## src/rtl/ann_mac_pkg.sv

```systemverilog
// Shared types and helpers for the ANN multiply-accumulate pipeline:
// result narrowing with saturate/truncate, a clog2 helper, and parameter range checks.
package ann_mac_pkg;

    localparam int unsigned MAX_W = 64;

    typedef struct packed {
        logic [MAX_W-1:0] val;
        logic             ovf;
    } narrow_t;

    function automatic int unsigned clog2(input int unsigned v);
        int unsigned r;
        r = 0;
        while ((64'd1 << r) < 64'(v)) r++;
        return r;
    endfunction

    // Only the low dw bits of val are meaningful; the truncate case relies on that.
    function automatic narrow_t narrow(input logic signed [MAX_W-1:0] sum,
                                       input int unsigned dw,
                                       input bit sat);
        logic signed [MAX_W-1:0] hi;
        logic signed [MAX_W-1:0] lo;
        narrow_t r;
        hi    = (64'sd1 <<< (dw - 1)) - 64'sd1;
        lo    = -(64'sd1 <<< (dw - 1));
        r.val = sum;
        r.ovf = 1'b0;
        if (sum > hi) begin
            r.ovf = 1'b1;
            if (sat) r.val = hi;
        end else if (sum < lo) begin
            r.ovf = 1'b1;
            if (sat) r.val = lo;
        end
        return r;
    endfunction

    function automatic bit params_ok(input int unsigned d0, input int unsigned d1,
                                     input int unsigned dout, input int unsigned acc,
                                     input int unsigned ns);
        return (d0 >= 1) && (d0 <= 24) && (d1 >= 2) && (d1 <= 24) &&
               (dout >= 2) && (dout <= acc) && (acc >= d0 + d1) &&
               (acc <= MAX_W) && (ns >= 2);
    endfunction

endpackage

```

## src/rtl/ann_mac_pipe_if.sv

```systemverilog
// Beat-in / result-out handshake bundle for ann_mac_pipe.
interface ann_mac_pipe_if #(
    parameter int unsigned DIN0_WIDTH = 7,
    parameter int unsigned DIN1_WIDTH = 14,
    parameter int unsigned DOUT_WIDTH = 14
);
    logic                         in_valid;
    logic                         in_ready;
    logic [DIN0_WIDTH-1:0]        din0;
    logic signed [DIN1_WIDTH-1:0] din1;
    logic                         in_last;
    logic                         out_valid;
    logic                         out_ready;
    logic signed [DOUT_WIDTH-1:0] dout;
    logic                         dout_ovf;

    modport master (
        output in_valid, din0, din1, in_last, out_ready,
        input  in_ready, out_valid, dout, dout_ovf
    );

    modport slave (
        input  in_valid, din0, din1, in_last, out_ready,
        output in_ready, out_valid, dout, dout_ovf
    );
endinterface

```

## src/rtl/ann_mac_mul_pipe.sv

```systemverilog
// Operand register, unsigned x signed multiplier and NUM_STAGE-2 product registers,
// all advancing on ce; valid/last travel alongside the product.
module ann_mac_mul_pipe #(
    parameter int unsigned DIN0_WIDTH = 7,
    parameter int unsigned DIN1_WIDTH = 14,
    parameter int unsigned NUM_STAGE  = 3
) (
    input  logic                                  ap_clk,
    input  logic                                  ap_rst_n,
    input  logic                                  ce,
    input  logic                                  in_valid,
    input  logic [DIN0_WIDTH-1:0]                 din0,
    input  logic signed [DIN1_WIDTH-1:0]          din1,
    input  logic                                  in_last,
    output logic                                  out_valid,
    output logic                                  out_last,
    output logic signed [DIN0_WIDTH+DIN1_WIDTH-1:0] out_prod
);
    localparam int unsigned PW = DIN0_WIDTH + DIN1_WIDTH;
    localparam int unsigned D  = NUM_STAGE - 2;

    logic [DIN0_WIDTH-1:0]        a_q, a_d;
    logic signed [DIN1_WIDTH-1:0] b_q, b_d;
    logic                         v_q, v_d, l_q, l_d;
    logic signed [PW-1:0]         a_ext, b_ext, prod;

    always_comb begin
        a_d = a_q;
        b_d = b_q;
        v_d = v_q;
        l_d = l_q;
        if (ce) begin
            a_d = din0;
            b_d = din1;
            v_d = in_valid;
            l_d = in_last;
        end
    end

    always_ff @(posedge ap_clk or negedge ap_rst_n) begin
        if (!ap_rst_n) begin
            a_q <= '0;
            b_q <= '0;
            v_q <= 1'b0;
            l_q <= 1'b0;
        end else begin
            a_q <= a_d;
            b_q <= b_d;
            v_q <= v_d;
            l_q <= l_d;
        end
    end

    // Zero-extended activation makes the signed product exact in PW bits.
    assign a_ext = PW'($signed({1'b0, a_q}));
    assign b_ext = PW'(b_q);
    assign prod  = a_ext * b_ext;

    if (D == 0) begin : g_no_preg
        assign out_prod  = prod;
        assign out_valid = v_q;
        assign out_last  = l_q;
    end else begin : g_preg
        logic signed [PW-1:0] p_q [D];
        logic signed [PW-1:0] p_d [D];
        logic [D-1:0]         pv_q, pv_d, pl_q, pl_d;

        always_comb begin
            p_d  = p_q;
            pv_d = pv_q;
            pl_d = pl_q;
            if (ce) begin
                p_d[0]  = prod;
                pv_d[0] = v_q;
                pl_d[0] = l_q;
                for (int unsigned i = 1; i < D; i++) begin
                    p_d[i]  = p_q[i-1];
                    pv_d[i] = pv_q[i-1];
                    pl_d[i] = pl_q[i-1];
                end
            end
        end

        always_ff @(posedge ap_clk or negedge ap_rst_n) begin
            if (!ap_rst_n) begin
                p_q  <= '{default: '0};
                pv_q <= '0;
                pl_q <= '0;
            end else begin
                p_q  <= p_d;
                pv_q <= pv_d;
                pl_q <= pl_d;
            end
        end

        assign out_prod  = p_q[D-1];
        assign out_valid = pv_q[D-1];
        assign out_last  = pl_q[D-1];
    end
endmodule

```

## src/rtl/ann_mac_pipe.sv

```systemverilog
// Pipelined ANN multiply-accumulate: product pipe, beat-sequence accumulator,
// narrowing to DOUT_WIDTH with optional saturation, and a ce-stalled output register.
module ann_mac_pipe
    import ann_mac_pkg::*;
#(
    parameter int unsigned DIN0_WIDTH = 7,
    parameter int unsigned DIN1_WIDTH = 14,
    parameter int unsigned DOUT_WIDTH = 14,
    parameter int unsigned ACC_WIDTH  = 32,
    parameter int unsigned NUM_STAGE  = 3,
    parameter int unsigned SAT_EN     = 1
) (
    input  logic           ap_clk,
    input  logic           ap_rst_n,
    ann_mac_pipe_if.slave  bus
);
    localparam int unsigned PW = DIN0_WIDTH + DIN1_WIDTH;

    if (!params_ok(DIN0_WIDTH, DIN1_WIDTH, DOUT_WIDTH, ACC_WIDTH, NUM_STAGE)) begin : g_param_err
        $error("ann_mac_pipe: parameter out of range");
    end

    logic                         ce;
    logic                         mul_valid, mul_last;
    logic signed [PW-1:0]         mul_prod;
    logic signed [ACC_WIDTH-1:0]  acc_q, acc_d, sum;
    logic                         out_valid_q, out_valid_d;
    logic signed [DOUT_WIDTH-1:0] dout_q, dout_d;
    logic                         ovf_q, ovf_d;
    narrow_t                      nr;
    logic                         unused_narrow;

    assign ce           = !out_valid_q || bus.out_ready;
    assign bus.in_ready = ce;

    ann_mac_mul_pipe #(
        .DIN0_WIDTH (DIN0_WIDTH),
        .DIN1_WIDTH (DIN1_WIDTH),
        .NUM_STAGE  (NUM_STAGE)
    ) u_mul (
        .ap_clk    (ap_clk),
        .ap_rst_n  (ap_rst_n),
        .ce        (ce),
        .in_valid  (bus.in_valid),
        .din0      (bus.din0),
        .din1      (bus.din1),
        .in_last   (bus.in_last),
        .out_valid (mul_valid),
        .out_last  (mul_last),
        .out_prod  (mul_prod)
    );

    // While ce is high the held result is either absent or being taken, so the
    // next out_valid is exactly "a last beat arrives now".
    always_comb begin
        acc_d       = acc_q;
        out_valid_d = out_valid_q;
        dout_d      = dout_q;
        ovf_d       = ovf_q;
        sum         = acc_q + ACC_WIDTH'(mul_prod);
        nr          = narrow(MAX_W'(sum), DOUT_WIDTH, SAT_EN != 0);
        if (ce) begin
            out_valid_d = mul_valid && mul_last;
            if (mul_valid) begin
                if (mul_last) begin
                    acc_d  = '0;
                    dout_d = nr.val[DOUT_WIDTH-1:0];
                    ovf_d  = nr.ovf;
                end else begin
                    acc_d = sum;
                end
            end
        end
    end

    assign unused_narrow = ^(nr.val >> DOUT_WIDTH);

    always_ff @(posedge ap_clk or negedge ap_rst_n) begin
        if (!ap_rst_n) begin
            acc_q       <= '0;
            out_valid_q <= 1'b0;
            dout_q      <= '0;
            ovf_q       <= 1'b0;
        end else begin
            acc_q       <= acc_d;
            out_valid_q <= out_valid_d;
            dout_q      <= dout_d;
            ovf_q       <= ovf_d;
        end
    end

    assign bus.out_valid = out_valid_q;
    assign bus.dout      = dout_q;
    assign bus.dout_ovf  = ovf_q;
endmodule

```

## src/flat_wrapper.sv

```systemverilog
// flat-port wrapper written by rule: the top's interface ports become plain ports
module ann_mac_pipe_flat import ann_mac_pkg::*;
#(
    parameter int unsigned DIN0_WIDTH = 7,
    parameter int unsigned DIN1_WIDTH = 14,
    parameter int unsigned DOUT_WIDTH = 14,
    parameter int unsigned ACC_WIDTH  = 32,
    parameter int unsigned NUM_STAGE  = 3,
    parameter int unsigned SAT_EN     = 1
)
  (ap_clk, ap_rst_n, bus_in_valid, bus_din0, bus_din1, bus_in_last, bus_out_ready, bus_in_ready, bus_out_valid, bus_dout, bus_dout_ovf);
  ann_mac_pipe_if #(.DIN0_WIDTH(DIN0_WIDTH), .DIN1_WIDTH(DIN1_WIDTH), .DOUT_WIDTH(DOUT_WIDTH)) bus_i ();
  input  logic ap_clk;
  input  logic ap_rst_n;
  input wire logic [$bits(bus_i.in_valid)-1:0] bus_in_valid;
  input wire logic [$bits(bus_i.din0)-1:0] bus_din0;
  input wire logic [$bits(bus_i.din1)-1:0] bus_din1;
  input wire logic [$bits(bus_i.in_last)-1:0] bus_in_last;
  input wire logic [$bits(bus_i.out_ready)-1:0] bus_out_ready;
  output wire logic [$bits(bus_i.in_ready)-1:0] bus_in_ready;
  output wire logic [$bits(bus_i.out_valid)-1:0] bus_out_valid;
  output wire logic [$bits(bus_i.dout)-1:0] bus_dout;
  output wire logic [$bits(bus_i.dout_ovf)-1:0] bus_dout_ovf;
  assign bus_i.in_valid = bus_in_valid;
  assign bus_i.din0 = bus_din0;
  assign bus_i.din1 = bus_din1;
  assign bus_i.in_last = bus_in_last;
  assign bus_i.out_ready = bus_out_ready;
  assign bus_in_ready = bus_i.in_ready;
  assign bus_out_valid = bus_i.out_valid;
  assign bus_dout = bus_i.dout;
  assign bus_dout_ovf = bus_i.dout_ovf;
  ann_mac_pipe #(.DIN0_WIDTH(DIN0_WIDTH), .DIN1_WIDTH(DIN1_WIDTH), .DOUT_WIDTH(DOUT_WIDTH), .ACC_WIDTH(ACC_WIDTH), .NUM_STAGE(NUM_STAGE), .SAT_EN(SAT_EN)) u_core (.ap_clk(ap_clk), .ap_rst_n(ap_rst_n), .bus(bus_i));
endmodule
```

## config.mk

```make
export PLATFORM = sky130hd
export DESIGN_NAME = ann_mac_pipe_flat
export DESIGN_NICKNAME = d
export VERILOG_FILES = /design/src/rtl/ann_mac_pkg.sv /design/src/rtl/ann_mac_pipe_if.sv /design/src/rtl/ann_mac_mul_pipe.sv /design/src/rtl/ann_mac_pipe.sv /design/src/flat_wrapper.sv
export SDC_FILE = /design/constraint.sdc
export NUM_CORES = 1
export LEC_CHECK = 0
export ABC_AREA = 0
export BUFFER_PORTS_ARGS = -buffer_cell sky130_fd_sc_hd__buf_4
export CAP_MARGIN = 10
export CORE_MARGIN = 8
export CORE_UTILIZATION = 34
export CTS_CLUSTER_DIAMETER = 150
export DETAILED_ROUTE_END_ITERATION = 8
export GPL_TIMING_DRIVEN = 0
export SLEW_MARGIN = 0
export SYNTH_ARGS = -nofsm -noshare
export SYNTH_HDL_FRONTEND = slang
export SYNTH_SLANG_ARGS = --single-unit
```

## constraint.sdc

```tcl
create_clock -name ap_clk -period 7.4 [get_ports ap_clk]
set_input_delay 0 -clock ap_clk [delete_from_list [all_inputs] [get_ports ap_clk]]
set_output_delay 0 -clock ap_clk [all_outputs]
set_load 0.005 [all_outputs]
```

==> metrics.csv <==
metric;value;unit
core_area;26700;sq um
final_common_cell;nand2_1;
netlist_area;9180;sq um
root_buffer;clkbuf_16;
reg2reg_from;u_core.u_mul.a_q[4]$_DFFE_PN0N_;
max-clock-path-buffers;2;
drive_gt1_share;8.53;%
cp_top_family;adder cells;
max_stage_delay;0.52;ns
path_max_fanout;10;
die_area;32500;sq um
routed.top_layer;met4;
post_cts_buffers;0;
hp-class;primary input to asynchronous set/reset pin;
antenna_cells;0;
finalWirelength;22000;microns
synthArstFlopShare;100;%
cap_violations;0;
synth-seq-cells;94;
period_share;74.5;%
synthAdderAreaFrac;26.3;%
cts_tree;done;
grt_max_degree;95;
critical_path.most_common_cell;fa_1;
synthMuxAreaShare;0.777;%
relSlewSlack;50.5;%
clkSinkCount;94;
fp.dieH;180;microns
clk_pin_slew;0.07;ns
outcome;finished clean;
overflow;0;
drtPass1Iterations;5;
synth_top_family_by_area;adder cells;
synthXorXnorAreaFrac;3.15;%
syn_inst;1044;
grt_setup_unrepaired;false;
synth_edf_count;0;
hold_viol;0;
setup_viol;0;
post_synth.cell_area_avg;8.79;sq um
hold_slack;0.0975;ns
final_cell_mix;nand2_1 (149), inv_1 (125), dfrtp_1 (94);
drtIter0Drc;501;
hpwl;17400;microns
final_nets;1296;
numCtsBuffers;9;
io-pin-count;43;
holdBufCountCts;24;
setup_tns;0;ns
die_w;180;microns
cp_data_arrival_time;5.80;ns
vias_per_cell;5.02;
synth-simple-area-share;20.4;%
num_rows;60;
drtAntennaViolNets;0;
grt.total_usage;13.8;%
clk_latency;0.35;ns
slowest_stage;fa_1;
synth_nets;1218;
fmax;181;MHz
grt_pass1_vias;7591;
ys_seq_area_share;25.6;%
wl_met3;544;microns
tightest_slew;0.732;ns
synth-compound-area-share;16.8;%
initial_core_util;34.4;%
worstSetupPathType;flip-flop to flip-flop;
area_growth;14.3;%
h-tree-depth;3;
synth_top_area_share;25.6;%
crit_chain;clkbuf_1 -> nand2_1 -> fa_1 -> fa_1 -> inv_1 -> fa_1 -> inv_1 -> fa_1 -> inv_1 -> ha_1 -> a21boi_0 -> o21ai_0 -> a211oi_1 -> o311a_1 -> o21a_1 -> o21a_1 -> or3_1 -> nand3_1;
setup_slack;1.89;ns
instances_no_fill;1467;
yosysTopAreaCell;dfrtp_1;
cts_resized;0;
required;7.69;ns
start_kind;flip-flop;
grt_pass1_wl;37500;microns
wl_per_cell;15.0;microns
clock_skew;0.00880;ns
worstReg2RegEnd;u_core.u_mul.out_prod[19]$_DFFE_PN0N_;
slew_violations;0;
place_ws;1.92;ns
wl_met2;10600;microns
synth_warnings;0;
gp_congestion;0.851;
synth.area.top_cells;dfrtp_1 (26%), fa_1 (16%), ha_1 (9.9%), nand2_1 (6.1%), and2_1 (5.2%);
reg2reg_depth;18;
cp-end-kind;flip-flop;
ys_types;76;
path_buf_inv;4;
drcViolationCount;0;
antenna_found_initial;0;
dp.cells;1427;
drt-met1-wl;10400;microns
synth_flop_cell;dfrtp_1;
r2r_slack;1.89;ns
fin_crit;5.51;ns
placement.io_buffers;42;
vias;7368;
-- synth_stat cells, types with 5 or more instances --
cell type,n
or2_2,8
a21oi_1,39
a211oi_1,7
o21ai_0,40
o211ai_1,12
a22o_1,20
mux2i_1,6
or3_1,7
and2_1,77
nor4_1,7
dfrtp_1,94
o31ai_1,9
clkbuf_1,29
o21a_1,8
fa_1,75
nor3_1,12
xnor2_1,20
nor2b_1,5
nand3_1,18
nand4_1,6
a21o_1,15
nor2_1,60
nand2b_1,8
inv_1,125
nand2_1,149
ha_1,73
xor2_1,13
o22ai_2,10
a31oi_1,8
-- routing by layer --
metal  global-route usage [%]  vias up
li1                         -     3685
met1                     17.5     3549
met2                     23.8      105
met3                     2.20       29
met4                     4.13        0
met5                        0        -
-- flip-flops by register name (all words and copies together), names as in the netlist --
signal	flops
u_core.acc_q	32
u_core.bus.dout_ovf	1
u_core.u_mul.a_q	7
u_core.u_mul.b_q	14
u_core.u_mul.l_q	1
u_core.u_mul.out_prod	21
u_core.bus.dout	14
u_core.u_mul.v_q	1
u_core.bus.out_valid	1
u_core.u_mul.out_valid	1
u_core.u_mul.out_last	1
-- per-stage QoR --
stage / area, sq um / utilization, %
2_1_floorplan: 9180 / -
3_3_place_gp: 9920 / 37.1
3_5_place_dp: 9920 / 37.1
4_1_cts: 10500 / 39.2
5_1_grt: 10500 / 39.3
6_report: 10500 / 39.3
-- worst max-delay path by stage --
stage	from	end	slack, ns	cells after the start
after global routing	u_core.u_mul.a_q[4]$_DFFE_PN0N_	u_core.u_mul.out_prod[19]$_DFFE_PN0N_	1.53	18
after detailed placement	u_core.u_mul.a_q[4]$_DFFE_PN0N_	u_core.u_mul.out_prod[19]$_DFFE_PN0N_	1.92	18
final	u_core.u_mul.a_q[4]$_DFFE_PN0N_	u_core.u_mul.out_prod[19]$_DFFE_PN0N_	1.89	18
after floorplan	u_core.u_mul.a_q[4]$_DFFE_PN0N_	u_core.u_mul.out_prod[19]$_DFFE_PN0N_	2.53	18
after CTS	u_core.u_mul.a_q[4]$_DFFE_PN0N_	u_core.u_mul.out_prod[19]$_DFFE_PN0N_	1.89	18
after global placement	u_core.u_mul.a_q[4]$_DFFE_PN0N_	u_core.u_mul.out_prod[19]$_DFFE_PN0N_	1.96	18
-- layout make-up --
type,count,area [sq um]
well taps,341,427
inverters,126,473
clock buffers,9,225
fillers,2710,16200
plain buffers,40,168
multi-input cells,784,6190
clock inverters,6,77.6
flip-flops and latches,94,2350
repair buffers,67,583
-- kinds of logic after synthesis --
group           count (synthesis)
mux                             7
fa+ha+maj                     148
simple gates                  380
flops                          94
buf+inv                       166
compound gates                216
xor+xnor                       33
-- worst reg2reg max path, stage by stage (launching register included) --
cell and delay (ns):
dfrtp_1 0.47, clkbuf_1 0.43, nand2_1 0.16, fa_1 0.52
fa_1 0.49, inv_1 0.05, fa_1 0.52, inv_1 0.05
fa_1 0.52, inv_1 0.04, ha_1 0.33, a21boi_0 0.16
o21ai_0 0.32, a211oi_1 0.20, o311a_1 0.38, o21a_1 0.18
o21a_1 0.20, or3_1 0.34, nand3_1 0.08
Power is left out: the tool's default activity adds up to more than one toggle a clock period on the data nets, which glitch-free logic cannot reach.
